**config.mk**
```make
export PLATFORM = sky130hd
export DESIGN_NAME = alu_sequencer_flat
export DESIGN_NICKNAME = d
export VERILOG_FILES = /design/src/rtl/alu_sequencer_if.sv /design/src/rtl/alu_sequencer.sv /design/src/flat_wrapper.sv
export SDC_FILE = /design/constraint.sdc
export NUM_CORES = 1
export LEC_CHECK = 0
export CELL_PAD_IN_SITES_DETAIL_PLACEMENT = 2
export CELL_PAD_IN_SITES_GLOBAL_PLACEMENT = 2
export CORE_UTILIZATION = 27
export DETAILED_ROUTE_END_ITERATION = 12
export PLACE_DENSITY_LB_ADDON = 0.12
export SKIP_CTS_REPAIR_TIMING = 1
export SLEW_MARGIN = 40
export SYNTH_ARGS = -nofsm -noshare
export SYNTH_HDL_FRONTEND = slang
export SYNTH_SLANG_ARGS = --single-unit
```
**constraint.sdc**
```tcl
create_clock -name clk -period 2.7 [get_ports clk]
set_input_delay 0.54 -clock clk [delete_from_list [all_inputs] [get_ports clk]]
set_output_delay 0.54 -clock clk [all_outputs]
set_load 0.1 [all_outputs]
```
**src/rtl/alu_sequencer_if.sv**
```systemverilog
// Command handshake bundle between a host/driver and alu_sequencer.
// The master drives the command fields; the slave returns cmd_ready.
interface alu_sequencer_if #(
  parameter int unsigned WIDTH = 16,
  parameter int unsigned CNT_W = 4
);
  logic             cmd_valid;
  logic             cmd_ready;
  logic             cmd_load;
  logic [2:0]       cmd_opc;
  logic [WIDTH-1:0] cmd_b;
  logic             cmd_cin;
  logic [CNT_W-1:0] cmd_cnt;

  modport master (
    output cmd_valid, cmd_load, cmd_opc, cmd_b, cmd_cin, cmd_cnt,
    input  cmd_ready
  );

  modport slave (
    input  cmd_valid, cmd_load, cmd_opc, cmd_b, cmd_cin, cmd_cnt,
    output cmd_ready
  );
endinterface

```
**src/rtl/alu_sequencer.sv**
```systemverilog
// Accumulator owner and multi-cycle sequencer for the external combinational ALU.
// Accepts one command per handshake: a direct load, or 1..2^CNT_W ALU iterations.
module alu_sequencer #(
  parameter int unsigned WIDTH = 16,
  parameter int unsigned CNT_W = 4
) (
  input  logic             clk,
  input  logic             rst,
  alu_sequencer_if.slave   cmd,
  output logic [WIDTH-1:0] alu_a,
  output logic [WIDTH-1:0] alu_b,
  output logic             alu_c,
  output logic [2:0]       alu_opc,
  input  logic [WIDTH-1:0] alu_w,
  input  logic             alu_zer,
  input  logic             alu_neg,
  output logic [WIDTH-1:0] acc,
  output logic             zero_flag,
  output logic             neg_flag,
  output logic             busy,
  output logic             done
);

  localparam logic [2:0] OPC_PARK = 3'd4;

  typedef enum logic [1:0] {
    IDLE = 2'd0,
    EXEC = 2'd1,
    DONE = 2'd2
  } state_e;

  state_e           state_q, state_d;
  logic [WIDTH-1:0] acc_q, acc_d;
  logic             zero_q, zero_d;
  logic             neg_q, neg_d;
  logic [2:0]       opc_q, opc_d;
  logic [WIDTH-1:0] b_q, b_d;
  logic             cin_q, cin_d;
  logic [CNT_W-1:0] cnt_q, cnt_d;
  logic             ready_q, ready_d;
  logic             busy_q, busy_d;
  logic             done_q, done_d;
  logic [WIDTH-1:0] alu_b_q, alu_b_d;
  logic             alu_c_q, alu_c_d;
  logic [2:0]       alu_opc_q, alu_opc_d;

  // Next-state, datapath and registered-output decode.
  always_comb begin
    state_d = state_q;
    acc_d   = acc_q;
    zero_d  = zero_q;
    neg_d   = neg_q;
    opc_d   = opc_q;
    b_d     = b_q;
    cin_d   = cin_q;
    cnt_d   = cnt_q;

    unique case (state_q)
      IDLE: begin
        if (cmd.cmd_valid) begin
          if (cmd.cmd_load) begin
            acc_d   = cmd.cmd_b;
            zero_d  = (cmd.cmd_b == '0);
            neg_d   = cmd.cmd_b[WIDTH-1];
            state_d = DONE;
          end else begin
            opc_d   = cmd.cmd_opc;
            b_d     = cmd.cmd_b;
            cin_d   = cmd.cmd_cin;
            cnt_d   = cmd.cmd_cnt;
            state_d = EXEC;
          end
        end
      end
      EXEC: begin
        acc_d  = alu_w;
        zero_d = alu_zer;
        neg_d  = alu_neg;
        if (cnt_q == '0) begin
          state_d = DONE;
        end else begin
          cnt_d = cnt_q - CNT_W'(1);
        end
      end
      DONE: begin
        state_d = IDLE;
      end
      default: begin
        state_d = IDLE;
      end
    endcase

    // Outputs follow the upcoming state so they line up with it after the edge.
    ready_d   = (state_d == IDLE);
    busy_d    = (state_d != IDLE);
    done_d    = (state_d == DONE);
    alu_b_d   = (state_d == EXEC) ? b_d   : '0;
    alu_c_d   = (state_d == EXEC) ? cin_d : 1'b0;
    alu_opc_d = (state_d == EXEC) ? opc_d : OPC_PARK;
  end

  always_ff @(posedge clk or posedge rst) begin
    if (rst) begin
      state_q   <= IDLE;
      acc_q     <= '0;
      zero_q    <= 1'b1;
      neg_q     <= 1'b0;
      opc_q     <= '0;
      b_q       <= '0;
      cin_q     <= 1'b0;
      cnt_q     <= '0;
      ready_q   <= 1'b1;
      busy_q    <= 1'b0;
      done_q    <= 1'b0;
      alu_b_q   <= '0;
      alu_c_q   <= 1'b0;
      alu_opc_q <= OPC_PARK;
    end else begin
      state_q   <= state_d;
      acc_q     <= acc_d;
      zero_q    <= zero_d;
      neg_q     <= neg_d;
      opc_q     <= opc_d;
      b_q       <= b_d;
      cin_q     <= cin_d;
      cnt_q     <= cnt_d;
      ready_q   <= ready_d;
      busy_q    <= busy_d;
      done_q    <= done_d;
      alu_b_q   <= alu_b_d;
      alu_c_q   <= alu_c_d;
      alu_opc_q <= alu_opc_d;
    end
  end

  assign cmd.cmd_ready = ready_q;
  assign busy          = busy_q;
  assign done          = done_q;
  assign acc           = acc_q;
  assign zero_flag     = zero_q;
  assign neg_flag      = neg_q;
  assign alu_a         = acc_q;
  assign alu_b         = alu_b_q;
  assign alu_c         = alu_c_q;
  assign alu_opc       = alu_opc_q;

endmodule

```
**src/flat_wrapper.sv**
```systemverilog
// flat-port wrapper written by rule: the top's interface ports become plain ports
module alu_sequencer_flat 
#(
  parameter int unsigned WIDTH = 16,
  parameter int unsigned CNT_W = 4
)
  (clk, rst, alu_a, alu_b, alu_c, alu_opc, alu_w, alu_zer, alu_neg, acc, zero_flag, neg_flag, busy, done, cmd_cmd_valid, cmd_cmd_load, cmd_cmd_opc, cmd_cmd_b, cmd_cmd_cin, cmd_cmd_cnt, cmd_cmd_ready);
  alu_sequencer_if #(.WIDTH(WIDTH), .CNT_W(CNT_W)) cmd_i ();
  input  logic clk;
  input  logic rst;
  output logic [WIDTH-1:0] alu_a;
  output logic [WIDTH-1:0] alu_b;
  output logic alu_c;
  output logic [2:0] alu_opc;
  input  logic [WIDTH-1:0] alu_w;
  input  logic alu_zer;
  input  logic alu_neg;
  output logic [WIDTH-1:0] acc;
  output logic zero_flag;
  output logic neg_flag;
  output logic busy;
  output logic done;
  input wire logic [$bits(cmd_i.cmd_valid)-1:0] cmd_cmd_valid;
  input wire logic [$bits(cmd_i.cmd_load)-1:0] cmd_cmd_load;
  input wire logic [$bits(cmd_i.cmd_opc)-1:0] cmd_cmd_opc;
  input wire logic [$bits(cmd_i.cmd_b)-1:0] cmd_cmd_b;
  input wire logic [$bits(cmd_i.cmd_cin)-1:0] cmd_cmd_cin;
  input wire logic [$bits(cmd_i.cmd_cnt)-1:0] cmd_cmd_cnt;
  output wire logic [$bits(cmd_i.cmd_ready)-1:0] cmd_cmd_ready;
  assign cmd_i.cmd_valid = cmd_cmd_valid;
  assign cmd_i.cmd_load = cmd_cmd_load;
  assign cmd_i.cmd_opc = cmd_cmd_opc;
  assign cmd_i.cmd_b = cmd_cmd_b;
  assign cmd_i.cmd_cin = cmd_cmd_cin;
  assign cmd_i.cmd_cnt = cmd_cmd_cnt;
  assign cmd_cmd_ready = cmd_i.cmd_ready;
  alu_sequencer #(.WIDTH(WIDTH), .CNT_W(CNT_W)) u_core (.clk(clk), .rst(rst), .cmd(cmd_i), .alu_a(alu_a), .alu_b(alu_b), .alu_c(alu_c), .alu_opc(alu_opc), .alu_w(alu_w), .alu_zer(alu_zer), .alu_neg(alu_neg), .acc(acc), .zero_flag(zero_flag), .neg_flag(neg_flag), .busy(busy), .done(done));
endmodule
```
# Word level (Yosys, flattened, before mapping)
# Index checks and enable logic that the tools add are counted.
[word_totals]
register_bits = 67
in_bits = 46
output_inout_bits = 57
word_cells = 59
[op_classes]
addsub = 1
n_eq_ne = 7
n_mux = 29
reduce_logical = 8
[ops]
columns = ["cell", "count"]
rows = [
  ["2-to-1 mux 16 bit", 6],
  ["one-hot mux 16 bit (2 select lines)", 1],
  ["zero test 16 bit", 1],
  ["2-to-1 mux 3 bit", 4],
  ["2-to-1 mux 4 bit", 3],
  ["2-to-1 mux 1 bit", 8],
  ["inequality test 2 bit (second input constant)", 4],
  ["one-hot mux 4 bit (2 select lines)", 1],
  ["2-to-1 mux 2 bit", 3],
  ["== test 2 x 1 -> 1 bit (second input constant)", 2],
  ["zero test 2 bit", 2],
  ["zero test 4 bit", 1],
  ["one-hot mux 1 bit (2 select lines)", 2],
  ["one-hot mux 2 bit (2 select lines)", 1],
  ["AND reduction 4 bit", 1],
  ["nonzero test 2 bit", 2],
  ["subtractor 4 x 1 -> 4 bit (second input constant)", 1],
  ["AND reduction 3 bit", 1],
  ["== test 2 bit (second input constant)", 1],
]

# Depth between registers and ports, before layout
[depth]
depth_word = 5
mapped_depth = 6
mapped_depth_nobuf = 5

# Worst setup path after synthesis
# Ideal clock, no wire load.
[synth_timing]
path_kind = "reg-to-output"
startpoint = "register u_core.acc_q[15], in the netlist u_core.acc[15]"
endpoint = "output alu_a[15]"
arrival_ps = 1340
required_ps = 2160
slack_ps = 820
stages_incl_launch_ff = 2
n_path_buf = 1
cell_sequence = "dfrtp_1 buf_4"
[synth_rtl]
columns = ["item", "line_no", "text"]
rows = [
  ["from (decl)", "alu_sequencer.sv:33", "logic [WIDTH-1:0] acc_q, acc_d;"],
  ["from (signal assigned)", "alu_sequencer.sv:105", "acc_q <= '0;"],
  ["from (signal assigned)", "alu_sequencer.sv:120", "acc_q <= acc_d;"],
  ["to (decl)", "flat_wrapper.sv:11", "output logic [WIDTH-1:0] alu_a;"],
]
# No word-level cell between the ends.

# Worst setup path in the final report
[layout_timing]
startpoint = "input cmd_cmd_valid"
endpoint = "register u_core.b_q[14]"
[layout_between]
elab_chain_cells = 2
[layout_rtl]
columns = ["item", "line_no", "text"]
rows = [
  ["from (decl)", "flat_wrapper.sv:23", "input wire logic [$bits(cmd_i.cmd_valid)-1:0] cmd_cmd_valid;"],
  ["2-to-1 mux 16 bit", "alu_sequencer.sv:60", "if (cmd.cmd_valid) begin"],
  ["2-to-1 mux 16 bit", "alu_sequencer.sv:58", "unique case (state_q)"],
  ["named net u_core.b_d[14]", "alu_sequencer.sv:37", "logic [WIDTH-1:0] b_q, b_d;"],
  ["to (signal assigned)", "alu_sequencer.sv:109", "b_q <= '0;"],
  ["to (signal assigned)", "alu_sequencer.sv:124", "b_q <= b_d;"],
  ["to (decl)", "alu_sequencer.sv:37", ""],
]
# The timed path passes the listed nets, and every way through them passes these cells.
# A chain may end at the register's enable or synchronous reset.

==> results.md <==
* Post-synthesis cell type with the largest combined area: dfrtp_1
* Hold Path Class: primary input to asynchronous set/reset pin
* CP Launch Type: primary input
* Worst setup path start: cmd_cmd_valid
* Worst Path Max Fanout at 12
* Setup TNS at 0 ps
* CP Class: primary input to flip-flop
* Setup violators final at 0
* # H-tree levels at 3
* N_diodes at 0
* Total Die Area at 0.0111 mm^2
* Sequential share of the synthesized area at 0.585
* Data required time of the worst path at 2950 ps
* Final Hold Viols at 0
* Cells after Synth at 273
* R2r startpoint: u_core.state_q[0]$_DFF_PP0_
* Cell area after synthesis at 0.00287 mm^2
* Final nets at 410
* Core area at 0.0103 mm^2
* Worst Reg-to-Reg Cells at 3
* First-pass GRT wire length at 14000 um
* Post-DP HPWL at 5950 um
* RSZ-0062 raised after global routing: false
* Dpl cells at 488
* Final worst slack at 855 ps
* CTS tree: yes
* Pre-antenna DRT Iters at 4
* Status: completed
* Via count of the routed design at 2350
* Final min period at 1840 ps
* Post-Route WL at 8520 um
* Clk_lat worst skew at 360 ps
* Port bufs at 102
* Worst slew margin at 0.482
* Post-DRT Antenna Nets at 0
* Die extent in y at 105 um
* Pin count of the biggest net entering global routing at 53
* Flop2flop setup slack at 910 ps
* Layout Skew at 8.37 ps
* Pre-CTS WS at 472 ps
* Std cell rows at 37
* Clk pin slew, worst setup/hold paths at 80 ps
* Io pins at 103
* CTS sink cnt at 67
* Vias in the first global route at 2572
* Largest family of logic cells by synthesized area: simple AND/OR/NAND/NOR gates
* Synth Area in XOR/XNOR at 0.00305
* Post-route DRC violation count at 0
* WL per Instance at 16.9 um
* Area growth from synthesis to layout at 42.7%
* Yosys Warn Count at 0
* Post-synthesis mux area share at 0.0557
* M2 GR Usage at 0.271
* Synthesized-area fraction occupied by adder cells at 0.00435
* Die Width at 105 um
* Max-cap viol count at 0
* Initial antenna violation count at 0
* Compound-Gate Fraction of Synth Area at 0.125
* Met1 Track Usage GR at 0.218
* Top-count cell post-synth: nand2_1
* Iteration-0 DRC Markers at 60
* Reg2Reg Capture Point: u_core.cnt_q[3]$_DFFE_PP0P_
* GRT Util Overall at 0.168
* Area share of the largest cell type after synthesis at 0.557
* M3 GR Usage at 0.0374
* Final period util at 0.683
* Layout cells sized above 1 at 0.247
* Cts bufs inserted at 9
* Ranking of synthesized cells by area: dfrtp_1 56%, nand2_1 10%, a22o_1 5.8%
* Mean Syn Cell Area at 10.5 um^2
* Max Slew Vio Count at 0
* WP data arrival at 2100 ps
* Worst setup endpoint: u_core.b_q[14]$_DFF_PP0_
* DR vias/cell at 4.66
* Clk buf depth at 2
* Post-Synth Simple-Gate Area at 0.158
* Ys async rst share at 1.00
* Seq cells post-synth at 67
* Post-synth net total at 320
* Ys flop type: dfrtp_1
* Initial Util at 0.278
* Worst-margin pin slew at 773 ps
* Library cells used by synthesis at 39
* Gp weighted congestion at 0.729
* Worst Setup End Kind: flip-flop
* Max Fclk at 542 MHz
* Number of synthesized flops with an enable pin at 0
* Fin cells at 504
* Clock Root Buffer: clkbuf_8
* Total gr overflow at 0
* Commonest cells post-synth: 77 x nand2_1, 64 x dfrtp_1, 19 x a22o_1
* Grt peak-use layer: met2
sequential cells by signal (all words and copies together) (netlist names):
name,cells
u_core.b_q,16
u_core.neg_flag,1
u_core.cmd.cmd_ready,1
u_core.zero_flag,1
u_core.cin_q,1
u_core.opc_q,3
u_core.cnt_q,4
u_core.alu_c,1
u_core.busy,1
u_core.done,1
u_core.state_q,2
u_core.acc,16
u_core.alu_b,16
u_core.alu_opc,3
through the flow:
step	cell area [um^2]	hold WS [ps]	util
5_1_grt	4100	515	0.397
3_5_place_dp	3850	469	0.373
6_report	4100	479	0.397
3_3_place_gp	3850	458	0.373
4_1_cts	4100	484	0.397
2_1_floorplan	2870	446	-
placed cells by master (no fill, tap or decap), types with 3 or more instances in the layout:
| cell | n |
|---|---|
| inv_1 | 4 |
| dfstp_2 | 3 |
| dfrtp_1 | 64 |
| a22o_1 | 19 |
| o21ai_1 | 18 |
| a21oi_1 | 7 |
| bufinv_16 | 3 |
| nand2_1 | 77 |
| mux2i_1 | 16 |
| buf_4 | 62 |
| clkdlybuf4s50_1 | 45 |
| buf_12 | 3 |
| nor4_1 | 3 |
| clkbuf_8 | 9 |
layout make-up:
class,instances,area (um^2)
Timing Repair Buffer,110,976
Tap cell,136,170
Sequential cell,67,1680
Multi-Input combinational cell,170,1010
Inverter,5,18.8
Clock buffer,9,124
Clock inverter,7,124
Fill cell,1106,6220
logic make-up (layout without fill, tap and decap cells):
| logic type | after synthesis | after routing |
|---|---|---|
| DFF | 67 | 67 |
| muxes | 16 | 16 |
| and+or+nand+nor | 100 | 100 |
| buffers and inverters | 36 | 131 |
| adders and majority gates | 1 | 1 |
| AOI/OAI and AO/OA | 52 | 52 |
| xor gates and xnor gates | 1 | 1 |
metal layers:
metal	vias to the layer above	part of all wire
met4	0	0.016
met2	60	0.49
li1	1094	-
met5	-	0
met1	1188	0.46
met3	8	0.038
how the worst min path moves through the flow:
stage | startpoint | end | slack, ps | cells after the start
after global routing | rst | u_core.neg_flag$_DFFE_PP0P_ | 520 | 2
after floorplan | u_core.b_q[0]$_DFF_PP0_ | u_core.b_q[0]$_DFF_PP0_ | 450 | 2
final | rst | u_core.neg_flag$_DFFE_PP0P_ | 480 | 2
after global placement | u_core.cin_q$_DFF_PP0_ | u_core.cin_q$_DFF_PP0_ | 460 | 2
after CTS | rst | u_core.neg_flag$_DFFE_PP0P_ | 480 | 2
after detailed placement | u_core.opc_q[0]$_DFF_PP0_ | u_core.opc_q[0]$_DFF_PP0_ | 470 | 2
critical path, cell delays in order:
cell and delay (ps):
clkdlybuf4s50_1 540, or4b_1 620, buf_4 260, nand2_1 80, nand2_1 50
Power is left out: the tool's default activity adds up to more than one toggle a clock period on the data nets, which glitch-free logic cannot reach.
